--- src/rtl/spi_rom_pkg.sv ---
// Shared definitions for the SPI ROM responder: opcodes, phase lengths, FSM states.
// Optional 0Bh FAST READ support is selected in the top level by SPI_ROM_FAST_READ_EN.
package spi_rom_pkg;

    localparam logic [7:0] CMD_READ      = 8'h03;
    localparam logic [7:0] CMD_FAST_READ = 8'h0B;

    localparam int CMD_BITS   = 8;
    localparam int ADDR_BITS  = 24;
    localparam int DUMMY_BITS = 8;

    typedef enum logic [2:0] {
        ST_IDLE,
        ST_CMD,
        ST_ADDR,
        ST_DUMMY,
        ST_DATA,
        ST_IGNORE
    } spi_state_t;

    // True when the opcode starts a supported read stream.
    function automatic logic cmd_supported(input logic [7:0] op, input logic fast_en);
        return (op == CMD_READ) || (fast_en && (op == CMD_FAST_READ));
    endfunction

endpackage

--- src/rtl/spi_edge_sync.sv ---
// Brings the SPI pins into the clk domain: 2-FF synchronizer per pin followed by
// one edge register. cs and mosi are delayed by the same three stages so that
// cs_s, mosi_s, rise and fall all refer to the same pin instant.
module spi_edge_sync (
    input  logic clk,
    input  logic reset_n,
    input  logic spi_cs,
    input  logic spi_sclk,
    input  logic spi_mosi,
    output logic cs_s,
    output logic rise,
    output logic fall,
    output logic mosi_s
);

    // bit 0 = cs, bit 1 = sclk, bit 2 = mosi
    logic [2:0] meta_reg;
    logic [2:0] sync_reg;
    logic       sclk_last_reg;
    logic       rise_reg;
    logic       fall_reg;
    logic       cs_reg;
    logic       mosi_reg;

    // Synchronizer chain plus the aligned third stage (edge register, edge pulses, delayed cs/mosi).
    always_ff @(posedge clk or negedge reset_n) begin
        if (!reset_n) begin
            meta_reg      <= 3'b000;
            sync_reg      <= 3'b000;
            sclk_last_reg <= 1'b0;
            rise_reg      <= 1'b0;
            fall_reg      <= 1'b0;
            cs_reg        <= 1'b0;
            mosi_reg      <= 1'b0;
        end else begin
            meta_reg      <= {spi_mosi, spi_sclk, spi_cs};
            sync_reg      <= meta_reg;
            sclk_last_reg <= sync_reg[1];
            rise_reg      <= sync_reg[1] & ~sclk_last_reg;
            fall_reg      <= ~sync_reg[1] & sclk_last_reg;
            cs_reg        <= sync_reg[0];
            mosi_reg      <= sync_reg[2];
        end
    end

    assign cs_s   = cs_reg;
    assign rise   = rise_reg;
    assign fall   = fall_reg;
    assign mosi_s = mosi_reg;

endmodule

--- src/rtl/spi_rom_responder.sv ---
// SPI flash READ (03h) responder streaming bytes from a synchronous ROM port.
// Define SPI_ROM_FAST_READ_EN to also accept FAST READ (0Bh) with 8 dummy clocks.
module spi_rom_responder
    import spi_rom_pkg::*;
#(
    parameter int ROM_ADDR_W = 10
) (
    input  logic                  clk,
    input  logic                  reset_n,
    input  logic                  spi_cs,
    input  logic                  spi_sclk,
    input  logic                  spi_mosi,
    output logic                  spi_miso,
    output logic                  rom_rd,
    output logic [ROM_ADDR_W-1:0] rom_addr,
    input  logic [7:0]            rom_data,
    output logic                  active,
    output logic                  cmd_err
);

`ifdef SPI_ROM_FAST_READ_EN
    localparam logic FAST_READ_EN = 1'b1;
`else
    localparam logic FAST_READ_EN = 1'b0;
`endif

    localparam logic [4:0] CMD_LAST   = 5'(CMD_BITS - 1);
    localparam logic [4:0] ADDR_LAST  = 5'(ADDR_BITS - 1);
    localparam logic [4:0] DUMMY_LAST = 5'(DUMMY_BITS - 1);

    logic cs_s, rise, fall, mosi_s;

    spi_edge_sync u_sync (
        .clk      (clk),
        .reset_n  (reset_n),
        .spi_cs   (spi_cs),
        .spi_sclk (spi_sclk),
        .spi_mosi (spi_mosi),
        .cs_s     (cs_s),
        .rise     (rise),
        .fall     (fall),
        .mosi_s   (mosi_s)
    );

    spi_state_t            state_reg, state_next;
    logic [4:0]            bit_cnt_reg, bit_cnt_next;
    logic [7:0]            cmd_reg, cmd_next;
    logic [ROM_ADDR_W-1:0] addr_reg, addr_next;
    logic                  fast_reg, fast_next;
    logic [ROM_ADDR_W-1:0] rom_addr_reg, rom_addr_next;
    logic                  rom_rd_reg, rom_rd_next;
    logic [7:0]            shift_reg, shift_next;
    logic [2:0]            data_cnt_reg, data_cnt_next;
    logic                  miso_reg, miso_next;
    logic                  cmd_err_reg, cmd_err_next;
    logic                  rd_dly_reg;
    logic [7:0]            hold_reg;
    logic                  cs_prev_reg;
    logic [1:0]            fill_reg;

    logic                  cs_start;
    logic [7:0]            cmd_shifted;
    logic [ROM_ADDR_W-1:0] addr_shifted;

    // cs_prev is held high until the synchronizer has refilled after reset, so a cs
    // that was already high across reset does not look like a new transfer.
    assign cs_start     = cs_s & ~cs_prev_reg;
    assign cmd_shifted  = {cmd_reg[6:0], mosi_s};
    // Only the low address bits survive; upper address bits shift out the top.
    assign addr_shifted = {addr_reg[ROM_ADDR_W-2:0], mosi_s};

    // State and datapath registers; hold captures ROM data one clk after each read strobe.
    always_ff @(posedge clk or negedge reset_n) begin
        if (!reset_n) begin
            state_reg    <= ST_IDLE;
            bit_cnt_reg  <= '0;
            cmd_reg      <= '0;
            addr_reg     <= '0;
            fast_reg     <= 1'b0;
            rom_addr_reg <= '0;
            rom_rd_reg   <= 1'b0;
            shift_reg    <= '0;
            data_cnt_reg <= '0;
            miso_reg     <= 1'b0;
            cmd_err_reg  <= 1'b0;
            rd_dly_reg   <= 1'b0;
            hold_reg     <= '0;
            cs_prev_reg  <= 1'b1;
            fill_reg     <= '0;
        end else begin
            state_reg    <= state_next;
            bit_cnt_reg  <= bit_cnt_next;
            cmd_reg      <= cmd_next;
            addr_reg     <= addr_next;
            fast_reg     <= fast_next;
            rom_addr_reg <= rom_addr_next;
            rom_rd_reg   <= rom_rd_next;
            shift_reg    <= shift_next;
            data_cnt_reg <= data_cnt_next;
            miso_reg     <= miso_next;
            cmd_err_reg  <= cmd_err_next;
            rd_dly_reg   <= rom_rd_reg;
            if (rd_dly_reg) begin
                hold_reg <= rom_data;
            end
            fill_reg     <= (fill_reg == 2'd3) ? 2'd3 : fill_reg + 2'd1;
            cs_prev_reg  <= (fill_reg == 2'd3) ? cs_s : 1'b1;
        end
    end

    // Next-state and datapath decode; cs deassertion overrides every state.
    always_comb begin
        state_next    = state_reg;
        bit_cnt_next  = bit_cnt_reg;
        cmd_next      = cmd_reg;
        addr_next     = addr_reg;
        fast_next     = fast_reg;
        rom_addr_next = rom_addr_reg;
        rom_rd_next   = 1'b0;
        shift_next    = shift_reg;
        data_cnt_next = data_cnt_reg;
        miso_next     = miso_reg;
        cmd_err_next  = 1'b0;

        if (!cs_s) begin
            state_next    = ST_IDLE;
            bit_cnt_next  = '0;
            data_cnt_next = '0;
            fast_next     = 1'b0;
            miso_next     = 1'b0;
        end else begin
            case (state_reg)
                ST_IDLE: begin
                    if (cs_start) begin
                        state_next = ST_CMD;
                        // sclk may rise in the same clk that cs is first seen
                        if (rise) begin
                            cmd_next     = cmd_shifted;
                            bit_cnt_next = 5'd1;
                        end else begin
                            bit_cnt_next = '0;
                        end
                    end
                end
                ST_CMD: begin
                    if (rise) begin
                        cmd_next = cmd_shifted;
                        if (bit_cnt_reg == CMD_LAST) begin
                            bit_cnt_next = '0;
                            if (cmd_supported(cmd_shifted, FAST_READ_EN)) begin
                                state_next = ST_ADDR;
                                fast_next  = (cmd_shifted == CMD_FAST_READ);
                            end else begin
                                state_next   = ST_IGNORE;
                                cmd_err_next = 1'b1;
                            end
                        end else begin
                            bit_cnt_next = bit_cnt_reg + 5'd1;
                        end
                    end
                end
                ST_ADDR: begin
                    if (rise) begin
                        addr_next = addr_shifted;
                        if (bit_cnt_reg == ADDR_LAST) begin
                            // first byte is fetched here, also for the dummy phase
                            bit_cnt_next  = '0;
                            rom_addr_next = addr_shifted;
                            rom_rd_next   = 1'b1;
                            data_cnt_next = 3'd7;
                            state_next    = fast_reg ? ST_DUMMY : ST_DATA;
                        end else begin
                            bit_cnt_next = bit_cnt_reg + 5'd1;
                        end
                    end
                end
                ST_DUMMY: begin
                    if (rise) begin
                        if (bit_cnt_reg == DUMMY_LAST) begin
                            bit_cnt_next = '0;
                            state_next   = ST_DATA;
                        end else begin
                            bit_cnt_next = bit_cnt_reg + 5'd1;
                        end
                    end
                end
                ST_DATA: begin
                    if (fall) begin
                        if (data_cnt_reg == 3'd7) begin
                            // byte boundary: present the prefetched byte, fetch the next
                            shift_next    = hold_reg;
                            miso_next     = hold_reg[7];
                            data_cnt_next = '0;
                            rom_addr_next = rom_addr_reg + ROM_ADDR_W'(1);
                            rom_rd_next   = 1'b1;
                        end else begin
                            shift_next    = {shift_reg[6:0], 1'b0};
                            miso_next     = shift_reg[6];
                            data_cnt_next = data_cnt_reg + 3'd1;
                        end
                    end
                end
                ST_IGNORE: begin
                    miso_next = 1'b0;
                end
                default: begin
                    state_next = ST_IDLE;
                    miso_next  = 1'b0;
                end
            endcase
        end
    end

    assign spi_miso = miso_reg;
    assign rom_rd   = rom_rd_reg;
    assign rom_addr = rom_addr_reg;
    assign cmd_err  = cmd_err_reg;
    assign active   = (state_reg != ST_IDLE);

endmodule
--- config.mk ---
export PLATFORM = sky130hd
export DESIGN_NAME = spi_rom_responder
export DESIGN_NICKNAME = d
export VERILOG_FILES = /design/src/rtl/spi_rom_pkg.sv /design/src/rtl/spi_edge_sync.sv /design/src/rtl/spi_rom_responder.sv
export SDC_FILE = /design/constraint.sdc
export NUM_CORES = 1
export LEC_CHECK = 0
export ABC_AREA = 1
export CAP_MARGIN = 20
export CELL_PAD_IN_SITES_DETAIL_PLACEMENT = 0
export CELL_PAD_IN_SITES_GLOBAL_PLACEMENT = 1
export CORE_UTILIZATION = 43
export CTS_CLUSTER_DIAMETER = 60
export DETAILED_ROUTE_END_ITERATION = 16
export MAX_ROUTING_LAYER = met4
export PLACE_DENSITY = 0.79
export SLEW_MARGIN = 40
export SYNTH_ARGS = -nofsm -noshare
export SYNTH_HDL_FRONTEND = slang
export SYNTH_SLANG_ARGS = --single-unit
export TNS_END_PERCENT = 10
--- constraint.sdc ---
create_clock -name clk -period 1.9 [get_ports clk]
set_clock_uncertainty 0.1 [all_clocks]
set_input_delay 0.38 -clock clk [delete_from_list [all_inputs] [get_ports clk]]
set_output_delay 0.38 -clock clk [all_outputs]
set_load 0.03 [all_outputs]
# Word level (Yosys, flattened, before mapping)
# Cells that the tools add are included.
# W data, S select, Z words.
[word_totals]
register_bits = 72
output_inout_bits = 14
inputBits = 13
[op_classes]
reduce_logical = 16
muxes = 56
add_sub_neg = 4
eq_ne = 33
bitwise = 6
[ops]
columns = ["operator", "n"]
rows = [
  ["$mux W3", 15],
  ["$mux W10", 4],
  ["$mux W5", 6],
  ["$mux W1", 20],
  ["$pmux W10 S2", 1],
  ["$mux W8", 2],
  ["$ne A2 B2 Y1 const B", 8],
  ["$pmux W8 S2", 1],
  ["$ne A3 B2 Y1 const B", 5],
  ["$ne A3 B3 Y1 const B", 5],
  ["$pmux W3 S5", 1],
  ["$pmux W5 S3", 1],
  ["$reduce_and A4 Y1", 3],
  ["$add A10 B1 Y10 const B", 1],
  ["$eq A3 B3 Y1 const B", 3],
  ["$reduce_and A3 Y1", 3],
  ["$eq A8 B2 Y1 const B", 1],
  ["$eq A8 B4 Y1 const B", 1],
  ["$reduce_and A8 Y1", 1],
  ["$mux W7", 1],
  ["$eq A3 B2 Y1 const B", 2],
  ["$ne A2 B1 Y1 const B", 3],
  ["$pmux W3 S2", 1],
  ["$reduce_and A6 Y1", 1],
  ["18 further kinds", 25],
]

# Longest topological paths before layout
# Gate-level depths: netlist of the first run.
[depth]
depth_word = 6
mapped_depth = 10

# Cells and area by module
# A second synthesis of the first run with hierarchy kept.
[hier_totals]
hier_cells = 408
hier_area_um2 = 3354.5
[modules_own_cells]
columns = ["mod", "instances", "cells_per_inst", "area_each_um2"]
rows = [
  ["spi_rom_responder", 1, 393, 3064.2],
  ["spi_edge_sync", 1, 15, 290.3],
]

# Worst setup path after synthesis of the first run
# Ideal clock, no wire load.
[synth_path]
path_kind = "register to register"
startpoint = "register data_cnt_reg[0]"
endpoint = "register rom_addr_reg[3] (netlist: rom_addr[3])"
stages_incl_launch_ff = 10
required_ps = 1678
setup_time_ps = 122
setup_slack_ps = 251
n_path_buf = 2
t_arrival_ps = 1427
synth_period_minus_slack_ps = 1649
cell_sequence = "dfrtp_1 > ha_1 > ha_1 > clkbuf_1 > nand2_1 > nand3_1 > nand3_2 > nor2_4 > buf_6 > o21ai_1"
[synth_via]
elab_chain_len = 3
[synth_rtl]
columns = ["item", "line_no", "rtl"]
rows = [
  ["start: declaration", "spi_rom_responder.sv:53", "logic [2:0] data_cnt_reg, data_cnt_next;"],
  ["start signal: assignment", "spi_rom_responder.sv:99", "data_cnt_reg <= data_cnt_next;"],
  ["$eq A3 B3 Y1", "spi_rom_responder.sv:189", "if (data_cnt_reg == 3'd7) begin"],
  ["$ne A2 B2 Y1 (no line)", "n/a", ""],
  ["$reduce_and A6 Y1 (no line)", "n/a", ""],
  ["end signal: assignment", "spi_rom_responder.sv:96", "rom_addr_reg <= rom_addr_next;"],
  ["end: declaration", "spi_rom_responder.sv:50", "logic [ROM_ADDR_W-1:0] rom_addr_reg, rom_addr_next;"],
]
# No other way between the ends.
# A chain may end at the register's enable or synchronous reset.

# Final worst setup path of the first run
[layout_path]
startpoint = "register miso_reg (netlist: spi_miso)"
endpoint = "output port spi_miso"
[layout_rtl]
columns = ["item", "line_no", "rtl"]
rows = [
  ["start: declaration", "spi_rom_responder.sv:54", "logic miso_reg, miso_next;"],
  ["start signal: assignment", "spi_rom_responder.sv:100", "miso_reg <= miso_next;"],
  ["end: declaration", "spi_rom_responder.sv:13", "output logic spi_miso,"],
]
# No word-level cell between the ends.

==> metrics, run 1 <==
Worst-Skew Late Latency=0.34 ns; DRC viols=0; run status=complete, no violations; instance count on the critical path=1; Psw=approximately 1.8 mW; Starting Density=44.35%; synthesis-to-finish area growth=17.14%; Core Region=0.007687 mm²; Max Clk Rate=around 550 MHz; Diodes inserted=0; flip-flop and latch count after synthesis=between 70 and 80; Layout Nets=474; cts bufs inserted=9; row count=32; vias per inst=about 4.9; synth top area cells=dfrtp_1 51%, nand2_1 16%, o21ai_0 5.9%, inv_1 5.1%, nand3_1 3.1%; Post-CTS Setup Bufs=0; R2R Setup Slk=0.19 ns; GRT overflow=0; Netlist cell types=30; port bufs=26; max FFs per register=10; layout cells sized above 1=between 10% and 20%; RSZ-0062 raised after global routing=no; WS Path Type=reg2out; crit end category=output port; final setup TNS=0 ns; vias in the first global route=2541; worst slew pin tran=0.4237 ns; crit start category=flop; DPL Wire Length=4.828 mm; largest net degree at the start of global routing=72; H-tree depth=3; Slew Viols, Final=0; worst hold margin=0.2529 ns; First-pass DRT Iterations=4; Routed WL=around 6.8 mm; Crit path max-delay family=buffers and inverters; internal power=approximately 2.9 mW; Worst-path clk slew=approximately 0.070 ns; initial antenna violation count=0; Fin. Hold Viols=0; worst vdd ir=491.8 µV; Die W=91.05 µm; Total GRT Usage=18.78%; Routed wire per std cell=between 10 and 15 µm; first-pass GRT wire length=between 10 and 15 mm; WP data required=1.42 ns; Hold Startpoint=u_sync.sync_reg[2]; Setup Viol. Count Final=0; arrival time worst endpoint=1.34 ns; DR vias=2732; Synth area leader=dfrtp_1; Sequential Power Share=44.8%; IO Pins=27; crit path time final=1.823 ns; Post-Syn Instances=422; CTS tree=done; worst-path cell chain=clkdlybuf4s50_1; Clock Tree Root=clkbuf_8; origin of the worst setup path=spi_miso; Max Fanout on Critical Path=2; Avg Inst Size Synth=8.079 µm²; fin crit share=95.94%; WP buf/inv=1; maximum buffer depth of the clock tree=2; Syn Nets=439; relative slew slack=~70%; DIE AREA=0.008289 mm²; clock sink total=71; Layout Utilization=51.95%; Post-Syn Area=0.003410 mm²; pwr/cell area=1157 mW/mm²; Gate power share=around a third; Crit path largest cell delay=roughly 0.66 ns; initial drt markers=between 150 and 200; yosys warns=0; Hold Crit Class=reg2reg; GP Congestion=0.8903; sequential cell area fraction in the yosys report=52.15%; hold depth=0; antenna viol nets, final=0; die height=91.05 µm; area share of the largest cell type after synthesis=between 50% and 60%; static leakage power=1.945 nW; Critical-path top delay cell=clkdlybuf4s50_1; most common cell after layout, fill and taps aside=nand2_1; Clk pwr share=22.8%; Sw Share=38.18%; total of max-cap violations=0; cells on worst reg2reg path=7; reg-to-reg critical path startpoint=u_sync.cs_s; most frequent cells in the layout=141 x nand2_1, 70 x dfrtp_1, 45 x inv_1, 40 x o21ai_0, 23 x nor2_1
[kinds of logic after synthesis]
logic type	synth area share (%)
DFF	52.15
xor gates and xnor gates	0.5139
adders and majority gates	1.468
muxes	0.3303
and+or+nand+nor	27.23
buffers and inverters	7.596
AOI/OAI and AO/OA	10.72
[synthesized netlist by cell type (all sizes together)]
library cell	n
o211ai	1
clkbuf	5
mux2	1
or2	2
nand3b	3
a31oi	1
dfrtp	70
inv	50
nor3	3
dfstp	1
ha	4
o21ai	57
nand2	146
nor2	27
nand3	25
nand4	8
buf	8
a21oi	8
xnor2	2
[per-layer routing]
| layer | part of all wire, % | GRT usage [%] | routed length, µm | vias to the layer above |
|---|---|---|---|---|
| li1 | - | - | - | 1416 |
| met1 | 49 | 25.41 | 3334 | 1258 |
| met2 | 46 | 28.60 | 3095 | 49 |
| met3 | 3.9 | 3.099 | 265 | 9 |
| met4 | 1.0 | 6.878 | 68 | 0 |
| met5 | 0 | - | 0 | - |
[area by class of cell]
class                           count  area (µm²)
Fill cell                         753        3694
Clock inverter                      5       35.03
Tap cell                          102       127.6
Inverter                           50       193.9
Multi-Input combinational cell    288        1378
Timing Repair Buffer               37       344.1
Clock buffer                       10       137.6
Sequential cell                    71        1778
[per-stage QoR]
stage	instance area, µm²	setup WS (ns)	total power [mW]	cells
after detailed placement	3806	0.1822	3.610	547
after global placement	3806	0.1570	3.600	547
after floorplan	3410	0.2507	3.144	422
after global routing	3994	0.006387	5.005	563
final	3994	0.07720	4.622	563
after CTS	3981	0.004577	4.672	563
[what timing repair did]
action                                  4_1_cts  5_1_grt
endpoints found under the setup margin       11        3
endpoints found under the hold margin        70        0
resized for setup                            12        4
hold buffers                                  1        0
[worst paths after layout]
path	to
min in group asynchronous	hold_reg[4]
min	u_sync.mosi_s
min reg2reg	u_sync.mosi_s
max reg2reg	data_cnt_reg[1]
max in group asynchronous	cs_prev_reg
max	spi_miso
[power by group through the flow]
| stage | clock network, mW | logic [mW] | registers (mW) |
|---|---|---|---|
| 4_1_cts | 1.09 | 1.51 | 2.07 |
| 2_1_floorplan | 0 | 1.05 | 2.09 |
| 3_5_place_dp | 0 | 1.51 | 2.10 |
| 6_report | 1.06 | 1.49 | 2.07 |
| 5_1_grt | 1.17 | 1.72 | 2.12 |
| 3_3_place_gp | 0 | 1.51 | 2.09 |
Note: power is estimated with default switching activity, not from simulation.
==> run 2, diff against run 1 <==
--- a/config.mk
+++ b/config.mk
@@ -9,9 +9,11 @@
 export CAP_MARGIN = 20
 export CELL_PAD_IN_SITES_DETAIL_PLACEMENT = 0
 export CELL_PAD_IN_SITES_GLOBAL_PLACEMENT = 1
+export CORE_MARGIN = 4
 export CORE_UTILIZATION = 43
 export CTS_CLUSTER_DIAMETER = 60
 export DETAILED_ROUTE_END_ITERATION = 16
+export HOLD_SLACK_MARGIN = 0.06
 export MAX_ROUTING_LAYER = met4
 export PLACE_DENSITY = 0.79
 export SLEW_MARGIN = 40
==> run 2 against run 1 <==
Sequential power barely moved. Sequential share of layout area fell by 0.88 points. Maximum frequency fell by 2.8%. Combinational power rose by 3%. Setup slack got worse by 0.053 ns. Die area rose by 14%. Clock power rose by 42%. Count of clock-buffer cells in the layout did not move. Wire length rose by 4.7%. First-iteration DRC count fell by 17%. Register-to-register slack got worse by 0.04 ns.
==> metrics, run 2 (synthesis gave the netlist of run 1 again) <==
run status=complete, no violations; DIE AREA=0.009418 mm²; Worst-Skew Late Latency=approximately 0.34 ns; WS Path Type=reg2out; Routed WL=7.078 mm; vias in the first global route=2721; Slew Viols, Final=0; total of max-cap violations=0; first-pass GRT wire length=12.51 mm; dpl cells=about 550; Gate power share=29.9%; Post-Layout Cell Count=564; crit path time final=1.876 ns; pwr/cell area=1255 mW/mm²; fin crit share=98.73%; IO Pins=27; CTS tree=done; DRC viols=0; DPL Wire Length=4.948 mm; internal power=3.291 mW; worst vdd ir=623.9 µV; clock sink total=71; H-tree depth=3; most common cell after layout, fill and taps aside=nand2_1; initial antenna violation count=0; arrival time worst endpoint=1.40 ns; DP Area=0.003791 mm²; port bufs=26; layout cells sized above 1=13.42%; DR vias=2769; crit end category=output port; CP most frequent cell=buf_4; GRT overflow=0; final instance area=slightly above 0.004 mm²; synthesis-to-finish area growth=19.74%; relative slew slack=between 70% and 80%; cts bufs inserted=9; Total GRT Usage=16.62%; largest net degree at the start of global routing=72; First-pass DRT Iterations=5; static leakage power=2.003 nW; die height=97.05 µm; Fin. Hold Viols=0; worst hold margin=0.2506 ns; WP data required=approximately 1.4 ns; Setup Viol. Count Final=0; worst-path cell chain=buf_4 -> inv_4 -> nand2_2 -> nor2_4 -> inv_1 -> buf_4; vias per inst=4.910; Core Region=between 0.007 and 0.008 mm²; Hold Crit Class=reg2reg; crit start category=flop; Psw=1.833 mW; Crit path largest cell delay=0.44 ns; Starting Density=44.12%; Clock Tree Root=clkbuf_8; initial drt markers=148; Sequential Power Share=40.6%; most frequent cells in the layout=140 x nand2_1, 67 x dfrtp_1, 46 x inv_1, 39 x o21ai_0, 23 x nor2_1; Sw Share=35.77%; max FFs per register=10; antenna viol nets, final=0; Max Clk Rate=approximately 530 MHz; Clk pwr share=29.5%; RSZ-0062 raised after global routing=yes; Die W=97.05 µm; Critical-path top delay cell=dfrtp_2; Worst-path clk slew=0.08 ns; worst slew pin tran=about 0.42 ns; Layout Nets=474; GP Congestion=0.8285; maximum buffer depth of the clock tree=2; Diodes inserted=0; row count=32; final setup TNS=0 ns; Max Fanout on Critical Path=5; Routed wire per std cell=12.55 µm
-- run 2: stage by stage --
| stage | utilization (%) | power [mW] | setup slack (ns) |
|---|---|---|---|
| finish | 52.83 | 5.124 | 0.02407 |
| global route | 52.83 | 5.500 | -0.03987 |
| CTS | 52.35 | 5.123 | -0.05218 |
| detailed placement | 49.06 | 3.616 | 0.1696 |
| global placement | 49.06 | 3.595 | 0.1495 |
| floorplan | - | 3.144 | 0.2507 |
-- run 2: worst paths after layout --
check / start / to / slack (ns) / depth (start not counted)
max in group asynchronous: reset_n / cs_prev_reg / 0.86 / 3
setup reg to reg: state_reg[1] / rom_addr[3] / 0.15 / 8
hold / removal: u_sync.meta_reg[0] / u_sync.sync_reg[0] / 0.25 / 0
setup / recovery: state_reg[1] / active / 0.02 / 6
min in group asynchronous: reset_n / hold_reg[7] / 0.48 / 3
hold reg to reg: u_sync.meta_reg[0] / u_sync.sync_reg[0] / 0.25 / 0
-- run 2: worst max-delay path: cells and delay by family, from the launching register on --
kind | cells | cell delay [ns]
buffers and inverters | 4 | 0.42
DFF | 1 | 0.44
and+or+nand+nor | 2 | 0.20
-- run 2: layout make-up --
class,instances,area (µm²)
timing repair buffer,37,342.8
inverter,50,190.2
clock inverter,6,115.1
fill,739,3645
clock buffer,10,137.6
sequential,71,1782
multi-input combinational,288,1388
tap,102,127.6
-- run 2: repair_timing --
item                                   in CTS  in global routing
hold buffers                                1                  0
endpoints found under the hold margin      70                  0
pin swaps                                   0                  1
buffers inserted                            0                  2
resized for setup                          12                 10
setup endpoints to repair                  11                 18
-- run 2: routing by layer --
layer  up-vias  global-route usage, %  wire length, µm
met2        50                  26.11             3336
met4         0                  3.888               49
li1       1412                      -                -
met3         5                  4.398              269
met5         -                      -                0
met1      1302                  21.66             3422
-- run 2: power by group through the flow --
stage / registers [mW] / clock network (mW) / logic (mW)
final: 2.08 / 1.51 / 1.53
after global routing: 2.13 / 1.61 / 1.75
after CTS: 2.08 / 1.55 / 1.50
after detailed placement: 2.10 / 0 / 1.51
after global placement: 2.09 / 0 / 1.50
after floorplan: 2.09 / 0 / 1.05
